===== config.mk =====
export PLATFORM = sky130hd
export DESIGN_NAME = gf2m_serial_multiplier
export DESIGN_NICKNAME = d
export VERILOG_FILES = /design/src/rtl/gf2m_serial_multiplier.sv
export SDC_FILE = /design/constraint.sdc
export NUM_CORES = 1
export LEC_CHECK = 0
export CAP_MARGIN = 10
export CORE_MARGIN = 2
export CORE_UTILIZATION = 40
export CTS_CLUSTER_SIZE = 10
export DETAILED_ROUTE_END_ITERATION = 10
export GPL_ROUTABILITY_DRIVEN = 0
export GPL_TIMING_DRIVEN = 1
export HOLD_SLACK_MARGIN = 0.1
export PLACE_DENSITY_LB_ADDON = 0.12
export SLEW_MARGIN = 30
export SYNTH_ARGS = -nofsm -noshare
export SYNTH_HDL_FRONTEND = slang
export SYNTH_SLANG_ARGS = --single-unit

===== constraint.sdc =====
create_clock -name clk -period 3.05 [get_ports clk]
set_input_delay 0.61 -clock clk [delete_from_list [all_inputs] [get_ports clk]]
set_output_delay 0.61 -clock clk [all_outputs]
set_load 0.05 [all_outputs]

===== src/rtl/gf2m_serial_multiplier.sv =====
// Bit-serial GF(2^M) multiply / square / inverse engine with a programmable irreducible polynomial.
// One shared MSB-first shift-and-add datapath; inversion runs Fermat's square-and-multiply chain.
module gf2m_serial_multiplier #(
    parameter int unsigned M    = 4,
    parameter logic [M:0]  POLY = 5'b10011
) (
    input  logic         clk,
    input  logic         rst_n,
    input  logic         in_valid_i,
    output logic         in_ready_o,
    input  logic [1:0]   in_op_i,
    input  logic [M-1:0] in_a_i,
    input  logic [M-1:0] in_b_i,
    output logic         out_valid_o,
    input  logic         out_ready_i,
    output logic [M-1:0] out_c_o,
    output logic         out_err_o,
    output logic         busy_o
);

    localparam int unsigned CW = (M > 1) ? $clog2(M) : 1;

    if (M < 2 || M > 16) begin : g_bad_m
        $error("gf2m_serial_multiplier: M must be in 2..16");
    end
    if (POLY[M] != 1'b1 || POLY[0] != 1'b1) begin : g_bad_poly
        $error("gf2m_serial_multiplier: POLY must have bits M and 0 set");
    end

    typedef enum logic [1:0] {StIdle, StSqr, StMul, StDone} state_e;

    state_e          state_q, state_d;
    logic [M-1:0]    acc_q, acc_d;
    logic [M-1:0]    x_q, x_d;
    logic [M-1:0]    y_q, y_d;
    logic [M-1:0]    r_q, r_d;
    logic [M-1:0]    s_q, s_d;
    logic [M-1:0]    c_q, c_d;
    logic [CW-1:0]   cnt_q, cnt_d;
    logic [CW-1:0]   iter_q, iter_d;
    logic            inv_q, inv_d;
    logic            ill_q, ill_d;
    logic            oerr_q, oerr_d;

    logic [M:0]      shifted;
    logic [M-1:0]    acc_step;
    logic            last_step;

    always_comb begin
        shifted = {acc_q, 1'b0};
        if (shifted[M]) begin
            shifted = shifted ^ POLY;
        end
        acc_step  = shifted[M-1:0] ^ (y_q[cnt_q] ? x_q : '0);
        last_step = (cnt_q == '0);
    end

    always_comb begin
        state_d = state_q;
        acc_d   = acc_q;
        x_d     = x_q;
        y_d     = y_q;
        r_d     = r_q;
        s_d     = s_q;
        c_d     = c_q;
        cnt_d   = cnt_q;
        iter_d  = iter_q;
        inv_d   = inv_q;
        ill_d   = ill_q;
        oerr_d  = oerr_q;

        unique case (state_q)
            StIdle: begin
                if (in_valid_i) begin
                    acc_d = '0;
                    cnt_d = CW'(M - 1);
                    inv_d = 1'b0;
                    ill_d = 1'b0;
                    unique case (in_op_i)
                        2'b00: begin
                            x_d     = in_a_i;
                            y_d     = in_b_i;
                            oerr_d  = 1'b0;
                            state_d = StMul;
                        end
                        2'b01: begin
                            x_d     = in_a_i;
                            y_d     = in_a_i;
                            oerr_d  = 1'b0;
                            state_d = StMul;
                        end
                        2'b10: begin
                            r_d     = {{(M-1){1'b0}}, 1'b1};
                            s_d     = in_a_i;
                            x_d     = in_a_i;
                            y_d     = in_a_i;
                            iter_d  = CW'(1);
                            inv_d   = 1'b1;
                            oerr_d  = 1'b0;
                            state_d = StSqr;
                        end
                        default: begin
                            // Illegal op spends one cycle in MUL so the error result
                            // appears one cycle after the handshake.
                            ill_d   = 1'b1;
                            state_d = StMul;
                        end
                    endcase
                end
            end
            StSqr: begin
                acc_d = acc_step;
                cnt_d = cnt_q - 1'b1;
                if (last_step) begin
                    s_d     = acc_step;
                    x_d     = r_q;
                    y_d     = acc_step;
                    acc_d   = '0;
                    cnt_d   = CW'(M - 1);
                    state_d = StMul;
                end
            end
            StMul: begin
                if (ill_q) begin
                    c_d     = '0;
                    oerr_d  = 1'b1;
                    ill_d   = 1'b0;
                    state_d = StDone;
                end else begin
                    acc_d = acc_step;
                    cnt_d = cnt_q - 1'b1;
                    if (last_step) begin
                        if (!inv_q) begin
                            c_d     = acc_step;
                            state_d = StDone;
                        end else begin
                            r_d = acc_step;
                            if (iter_q == CW'(M - 1)) begin
                                c_d     = acc_step;
                                state_d = StDone;
                            end else begin
                                iter_d  = iter_q + 1'b1;
                                x_d     = s_q;
                                y_d     = s_q;
                                acc_d   = '0;
                                cnt_d   = CW'(M - 1);
                                state_d = StSqr;
                            end
                        end
                    end
                end
            end
            StDone: begin
                if (out_ready_i) begin
                    state_d = StIdle;
                end
            end
            default: state_d = StIdle;
        endcase
    end

    always_ff @(posedge clk or negedge rst_n) begin
        if (!rst_n) begin
            state_q <= StIdle;
            acc_q   <= '0;
            x_q     <= '0;
            y_q     <= '0;
            r_q     <= '0;
            s_q     <= '0;
            c_q     <= '0;
            cnt_q   <= '0;
            iter_q  <= '0;
            inv_q   <= 1'b0;
            ill_q   <= 1'b0;
            oerr_q  <= 1'b0;
        end else begin
            state_q <= state_d;
            acc_q   <= acc_d;
            x_q     <= x_d;
            y_q     <= y_d;
            r_q     <= r_d;
            s_q     <= s_d;
            c_q     <= c_d;
            cnt_q   <= cnt_d;
            iter_q  <= iter_d;
            inv_q   <= inv_d;
            ill_q   <= ill_d;
            oerr_q  <= oerr_d;
        end
    end

    assign in_ready_o  = (state_q == StIdle);
    assign busy_o      = (state_q != StIdle);
    assign out_valid_o = (state_q == StDone);
    assign out_c_o     = c_q;
    assign out_err_o   = oerr_q;

endmodule


---- Yosys cells after proc, flatten, opt, wreduce, memory -nomap -nowiden ----
Index checks and enable logic that the tools add are counted.
word-level totals
  flip-flop bits (word level) ............. 33
  bits of input ports ..................... 14
  output and inout port bits .............. 8
  logic and storage cells ................. 124
operators by class
  add/subtract/negate cells ............... 2
  $lt $le $gt $ge ......................... 1
  equal/unequal tests ..................... 19
  multiplexer cells ....................... 67
  bitwise logic cells ..................... 2
  reductions and logical operators ........ 21
operators with widths
  kind                  number
  $mux W4               27
  $mux W2               21
  $pmux W4 S3           3
  $pmux W4 S2           3
  $ne A2 B2 Y1 const B  8
  $reduce_and A8 Y1     2
  $reduce_and A4 Y1     3
  $eq A2 B2 Y1 const B  4
  $pmux W2 S4           1
  $reduce_bool A2 Y1    4
  $mux W1               7
  $reduce_and A7 Y1     1
  $logic_not A2 Y1      3
  $pmux W2 S3           1
  $reduce_and A3 Y1     2
  $reduce_and A6 Y1     1
  $eq A2 B1 Y1 const B  2
  $ne A2 B1 Y1 const B  2
  $pmux W1 S2           2
  $pmux W2 S2           1
  $reduce_and A2 Y1     2
  $xor A4 B4 Y4         1
  $lt A2 B3 Y1 const B  1
  $ne A3 B1 Y1 const B  1
  other kinds (9)       9

---- Depth between registers and ports, before layout ----
Gate-level depths: netlist (run 1).
  word-level depth ........................ 9
  gate-level depth with buffers ........... 8

---- Least setup slack after synthesis (run 1) ----
No wires, ideal clock.
  kind .................................... register to register
  start point ............................. register state_q[0]
  end point ............................... register y_q[0]
  arrival ................................. 2,364 ps
  path slack .............................. 550 ps
  cell stages (with the launch flop) ...... 8
  path buffers ............................ 1
  period minus slack after synthesis ...... 2,500 ps
  path through ............................ dfrtp_1 > inv_1 > ha_1 > buf_2 > inv_1 > nor3_1 > or3_1 > a221oi_1
between the ends
  cells in the longest elaborated chain, start to end .. 3
ends and longest elaborated chain
  element                                         line  text
  from (decl)                                     32    state_e state_q, state_d;
  from (signal assigned)                          164   state_q <= StIdle;
  from (signal assigned)                          177   state_q <= state_d;
  $logic_not A2 Y1 (*)                            -
  net in_ready_o                                  10    output logic in_ready_o,
  $ne A3 B2 Y1 (no line) (tied with other cells)  -
  $reduce_and A8 Y1 (no line)                     -
  to (signal assigned)                            180   y_q <= y_d;
  to (decl)                                       35    logic [M-1:0] y_q, y_d;
The timed path passes the listed nets; every way through them passes the cells marked *.
A chain may end at the register's enable or synchronous reset.

---- Final worst setup path (run 1) ----
  start point ............................. register state_q[0]
  end point ............................... output port busy_o
between the ends
  cells in the longest elaborated chain, start to end .. 1
ends and longest elaborated chain
  element             line  text
  $reduce_bool A2 Y1  193   assign busy_o = (state_q != StIdle);
  to (decl)           18    output logic busy_o
No other way between the ends.

==> results_dict.tcl, run 1 <==
set metrics [dict create \
    grt_max_degree 34 \
    grt_use_met1_pct 28.3 \
    p_sw_mw 1.36 \
    synth_enable_flop_cells 0 \
    syn2layout_area_growth_pct 19.7 \
    synth_top_flop_cell "dfrtp_1" \
    finalWirelength_um 5070 \
    cts_root_buf "clkbuf_8" \
    die_w_um 75.6 \
    netlist_instances 227 \
    hold_buffers 0 \
    h-tree-depth 2 \
    cts.path.max_buffers 2 \
    hold_path_class "flip-flop to flip-flop" \
    peakVddDrop_mv 0.502 \
    setup_viol 0 \
    fin_crit_sh_pct 89.3 \
    met3_usage_pct 4.10 \
    clock_sinks 33 \
    clk_latency_ns 0.28 \
    yosysUniqueCellTypes 42 \
    drive_above_1_share_pct 12.7 \
    initial_core_util_pct 40.9 \
    max_cap_violations 0 \
    wl_per_cell_um 15.8 \
    worstPathRequired_ns 2.44 \
    nNetsFinal 275 \
    worstMarginPinSlew_ns 0.585 \
    grtUsageMet2_pct 29.0 \
    gr-total-overflow 0 \
    cts_buffers 5 \
    end_kind "primary output" \
    utilization_pct 49.0 \
    syn_area_mm2 0.00205 \
    clkTransAtPathRegs_ns 0.08 \
    crit_type "flip-flop to primary output" \
    pre_cts_ws_ns 0.489 \
    ys_seq_area_share_pct 40.3 \
    firstDrtPassIters 4 \
    fin_ws_ns 0.327 \
    seqPwrFrac_pct 26.2 \
    grt_pass1_wl_um 8140 \
    async_reset_ff_share_pct 100 \
    p_total_mw 2.95 \
    core-area_mm2 0.00501 \
    vias 1721 \
    dieArea_mm2 0.00571 \
    crit_path_max_fanout 10 \
    io_buffers 21 \
    mostFrequentLayoutCell "dfrtp_1" \
    drc 0 \
    clkPwrFrac_pct 12.5 \
    drtAntennaViolNets 0 \
    finalMaxSlewViolations 0 \
    start_kind "flip-flop" \
    finalHoldViolCount 0 \
    via_per_inst 5.34 \
    io_pins 22 \
    post_cts_resized 0 \
    outcome "complete, no violations" \
    antenna_found_initial 0 \
    finalSetupTns_ns 0 \
    yosysWarnings 0 \
    cts_tree "built" \
    power.density_mw_per_mm2 1200 \
    synth_top_cell_by_area "dfrtp_1" \
    rsz0062_at_grt "no" \
    die_y_um 75.6 \
    drtIter0Drc 97 \
    hpwl_um 3740 \
    worstPathArrival_ns 2.11 \
    antenna_cells 0 \
    grt_pass1_vias 1591 \
    final_cell_mix "dfrtp_1, nand2_1, clkdlybuf4s50_1" \
    p_leak_nw 1.07 \
    busiest_layer "met2" \
    synth_area_per_cell_um2 9.03 \
    timing.fmax_mhz 367 \
    sw_frac_of_total_pct 46.2 \
    ys_ff_latch 33 \
    finalClockSkew_ns 0.00924 \
    core.rowCount 26 \
    slew_headroom_pct 61.0 \
    netlist.area_leader.share_pct 40.3 \
    grt_usage_pct 19.2 \
    internal-power_mw 1.59 \
    post_cts_buffers 0 \
    combPwrFrac_pct 61.4 \
    period_minus_slack_ns 2.72 \
    syn_nets 251 \
    synthTopCellsByArea "dfrtp_1, ha_1, nand2_1, mux2_2, o21ai_0" \
    hold_ws_ns 0.497 \
]
==> synthesized netlist by cell type, drive strengths merged (3+ instances only) <==
cell type,number
dfrtp,33
nand2,29
inv,17
o21ai,14
nor2,12
a21oi,10
a31oi,10
ha,10
nor2b,9
mux2,8
nand3,7
clkbuf,6
nand2b,6
nor4,6
o31ai,5
a211o,4
buf,4
a221oi,3
and3,3
mux2i,3
o22ai,3
o31a,3
or2,3
==> worst paths after layout <==
kind / from / endpoint / slack (ns) / cells past startpoint
max: state_q[0]$_DFFE_PN0P_ / busy_o / 0.33 / 4
min: s_q[1]$_DFFE_PN0P_ / s_q[1]$_DFFE_PN0P_ / 0.50 / 2
max reg2reg: cnt_q[0]$_DFFE_PN0P_ / y_q[0]$_DFFE_PN0P_ / 0.92 / 7
min reg2reg: s_q[1]$_DFFE_PN0P_ / s_q[1]$_DFFE_PN0P_ / 0.50 / 2
max in group asynchronous: rst_n / y_q[2]$_DFFE_PN0P_ / 1.99 / 2
min in group asynchronous: rst_n / cnt_q[0]$_DFFE_PN0P_ / 0.72 / 2
==> per-layer routing <==
metal | up-vias | wire [um]
met1 | 836 | 2640
li1 | 857 | -
met5 | - | 0
met3 | 2 | 149
met4 | 0 | 22
met2 | 26 | 2260
==> layout make-up <==
class                   count  area (um^2)
clock buffers               7         96.3
clock inverters             1         5.00
fillers                   514         2560
inverters                  17         63.8
multi-input cells         167         1120
flip-flops and latches     33          826
well taps                  70         87.6
repair buffers             27          255
==> state kept, by name, indices dropped and copies added, names as in the netlist <==
signal     cells
out_err_o      1
out_c_o        4
ill_q          1
r_q            4
y_q            4
x_q            4
acc_q          4
s_q            4
iter_q         2
inv_q          1
cnt_q          2
state_q        2
==> through the flow <==
stage               area, um^2  cells
floorplan                 2050    227
global placement          2350    314
detailed placement        2350    314
CTS                       2450    322
global route              2450    322
finish                    2450    322
==> power groups by stage <==
stage               sequential, mW  clock (mW)  combinational [mW]
global route                 0.799       0.404                2.00
finish                       0.772       0.367                1.81
CTS                          0.773       0.384                1.82
floorplan                    0.808           0                1.30
global placement             0.779           0                1.80
detailed placement           0.781           0                1.81
==> critical path: stages, from the launching register on <==
cell	delay, ns
dfrtp_1	0.39
inv_1	0.10
ha_1	0.34
inv_1	0.17
clkdlybuf4s50_1	0.82
==> cells by family (layout without fill, tap and decap cells) <==
| group | count (synthesis) | in the layout | share of synthesized area, % |
|---|---|---|---|
| buf+inv | 27 | 52 | 5.13 |
| simple gates | 81 | 81 | 20.2 |
| fa+ha+maj | 10 | 10 | 6.11 |
| mux | 12 | 12 | 6.96 |
| xor+xnor | 1 | 1 | 0.427 |
| compound gates | 63 | 63 | 20.9 |
| flops | 33 | 33 | 40.3 |
Power figures use the tool's default switching activity.
==> run 2: changes to the inputs <==
--- a/config.mk
+++ b/config.mk
@@ -7,7 +7,7 @@
 export LEC_CHECK = 0
 export CAP_MARGIN = 10
 export CORE_MARGIN = 2
-export CORE_UTILIZATION = 40
+export CORE_UTILIZATION = 35
 export CTS_CLUSTER_SIZE = 10
 export DETAILED_ROUTE_END_ITERATION = 10
 export GPL_ROUTABILITY_DRIVEN = 0
==> results_dict.tcl, run 2 (synthesis results as in run 1) <==
set metrics [dict create \
    post_cts_buffers 0 \
    hold_path_class "flip-flop to flip-flop" \
    finalWirelength_um 5100 \
    cts.path.max_buffers 2 \
    max_stage_delay_ns 0.82 \
    cts_buffers 5 \
    worstPathRequired_ns 2.44 \
    drtIter0Drc 104 \
    power.density_mw_per_mm2 1190 \
    hpwl_um 3750 \
    register_area_um2 826 \
    antenna_cells 0 \
    design_area_mm2 0.00242 \
    start_kind "flip-flop" \
    postPlaceCellArea_mm2 0.00234 \
    die_y_um 80.5 \
    grt_pass1_wl_um 8600 \
    io_buffers 21 \
    grt_usage_pct 17.5 \
    core.rowCount 27 \
    nNetsFinal 273 \
    clk_latency_ns 0.28 \
    crit_path_frequent_cell "inv_1" \
    path_cells "inv_1 -> ha_1 -> inv_1 -> clkdlybuf4s50_1" \
    crit_path_max_fanout 10 \
    finalClockSkew_ns 0.00381 \
    setup_viol 0 \
    pre_cts_ws_ns 0.450 \
    finalHoldViolCount 0 \
    wl_per_cell_um 15.9 \
    crit_type "flip-flop to primary output" \
    grt_pass1_vias 1701 \
    cts_root_buf "clkbuf_8" \
    end_kind "primary output" \
    h-tree-depth 2 \
    clock_sinks 33 \
    worstPathArrival_ns 2.09 \
    post_cts_resized 0 \
    max_cap_violations 0 \
    firstDrtPassIters 4 \
    final_cell_mix "dfrtp_1, nand2_1, clkdlybuf4s50_1" \
    fin_ws_ns 0.351 \
    nFillCells 582 \
    rsz0062_at_grt "no" \
    grt_max_degree 34 \
    drtAntennaViolNets 0 \
    initial_core_util_pct 36.8 \
    cp_slowest_cell "clkdlybuf4s50_1" \
    drc 0 \
    antenna_found_initial 0 \
    syn2layout_area_growth_pct 18.1 \
    finalSetupTns_ns 0 \
    core-area_mm2 0.00557 \
    vias 1718 \
    die_w_um 80.5 \
    timing.fmax_mhz 371 \
    peakVddDrop_mv 0.509 \
    multi_input_area_mm2 0.00112 \
    finalMaxSlewViolations 0 \
    io_pins 22 \
    cts_tree "built" \
    p_leak_nw 1.05 \
    outcome "complete, no violations" \
    clkTransAtPathRegs_ns 0.07 \
    period_minus_slack_ns 2.70 \
    hold_buffers 0 \
    mostFrequentLayoutCell "dfrtp_1" \
    via_per_inst 5.34 \
    fin_crit_sh_pct 88.5 \
    gr-total-overflow 0 \
    worstMarginPinSlew_ns 0.589 \
    dieArea_mm2 0.00648 \
    drive_above_1_share_pct 11.6 \
    slew_headroom_pct 60.8 \
]
## run 2: changes by cell type in the layout (fill, tap and decap cells not counted), sizes merged
cell | before | now
clkinv | 1 | 2
buf | 6 | 4
clkbuf | 7 | 6
## run 2: metrics by stage
step / hold slack, ns / std cells / power (mW) / utilization, %
finish: 0.490 / 322 / 2.87 / 43.4
detailed placement: 0.477 / 314 / 2.56 / 42.0
global placement: 0.473 / 314 / 2.54 / 42.0
global route: 0.520 / 322 / 3.13 / 43.4
floorplan: 0.314 / 227 / 2.11 / -
CTS: 0.493 / 322 / 2.90 / 43.4
## run 2: critical path: cells and delay by family (launching register included)
family | cells | cell delay [ns]
buf+inv | 3 | 1.10
flops | 1 | 0.39
fa+ha+maj | 1 | 0.32
## run 2: final cells by class
| type | count | share of cell area [%] |
|---|---|---|
| clock buffer | 6 | 3.00 |
| tap | 72 | 3.72 |
| timing repair buffer | 25 | 9.92 |
| sequential | 33 | 34.1 |
| inverter | 17 | 2.64 |
| multi-input combinational | 167 | 46.2 |
| clock inverter | 2 | 0.413 |
## run 2: final timing paths
check	startpoint	to	cells past startpoint	slack [ns]
worst max-delay path	state_q[0]$_DFFE_PN0P_	busy_o	4	0.35
worst min-delay path	r_q[1]$_DFFE_PN0P_	r_q[1]$_DFFE_PN0P_	2	0.49
worst max register to register	state_q[0]$_DFFE_PN0P_	x_q[0]$_DFFE_PN0P_	7	0.65
worst min register to register	r_q[1]$_DFFE_PN0P_	r_q[1]$_DFFE_PN0P_	2	0.49
max in group asynchronous	rst_n	y_q[2]$_DFFE_PN0P_	2	2.00
min in group asynchronous	rst_n	inv_q$_DFFE_PN0P_	2	0.73
## run 2: report_power, final
group | switching (mW) | internal [mW] | leakage (nW)
registers | 0.131 | 0.639 | 0.396
logic | 1.06 | 0.721 | 0.606
clock network | 0.163 | 0.158 | 0.0450
## run 2: routing by layer
layer | GRT usage, % | wire, um | part of all wire, % | vias up
met5 | 0 | 0 | 0 | -
li1 | - | - | - | 857
met2 | 25.8 | 2220 | 44 | 42
met4 | 5.59 | 70 | 1.4 | 0
met1 | 24.5 | 2520 | 49 | 813
met3 | 5.17 | 287 | 5.6 | 6
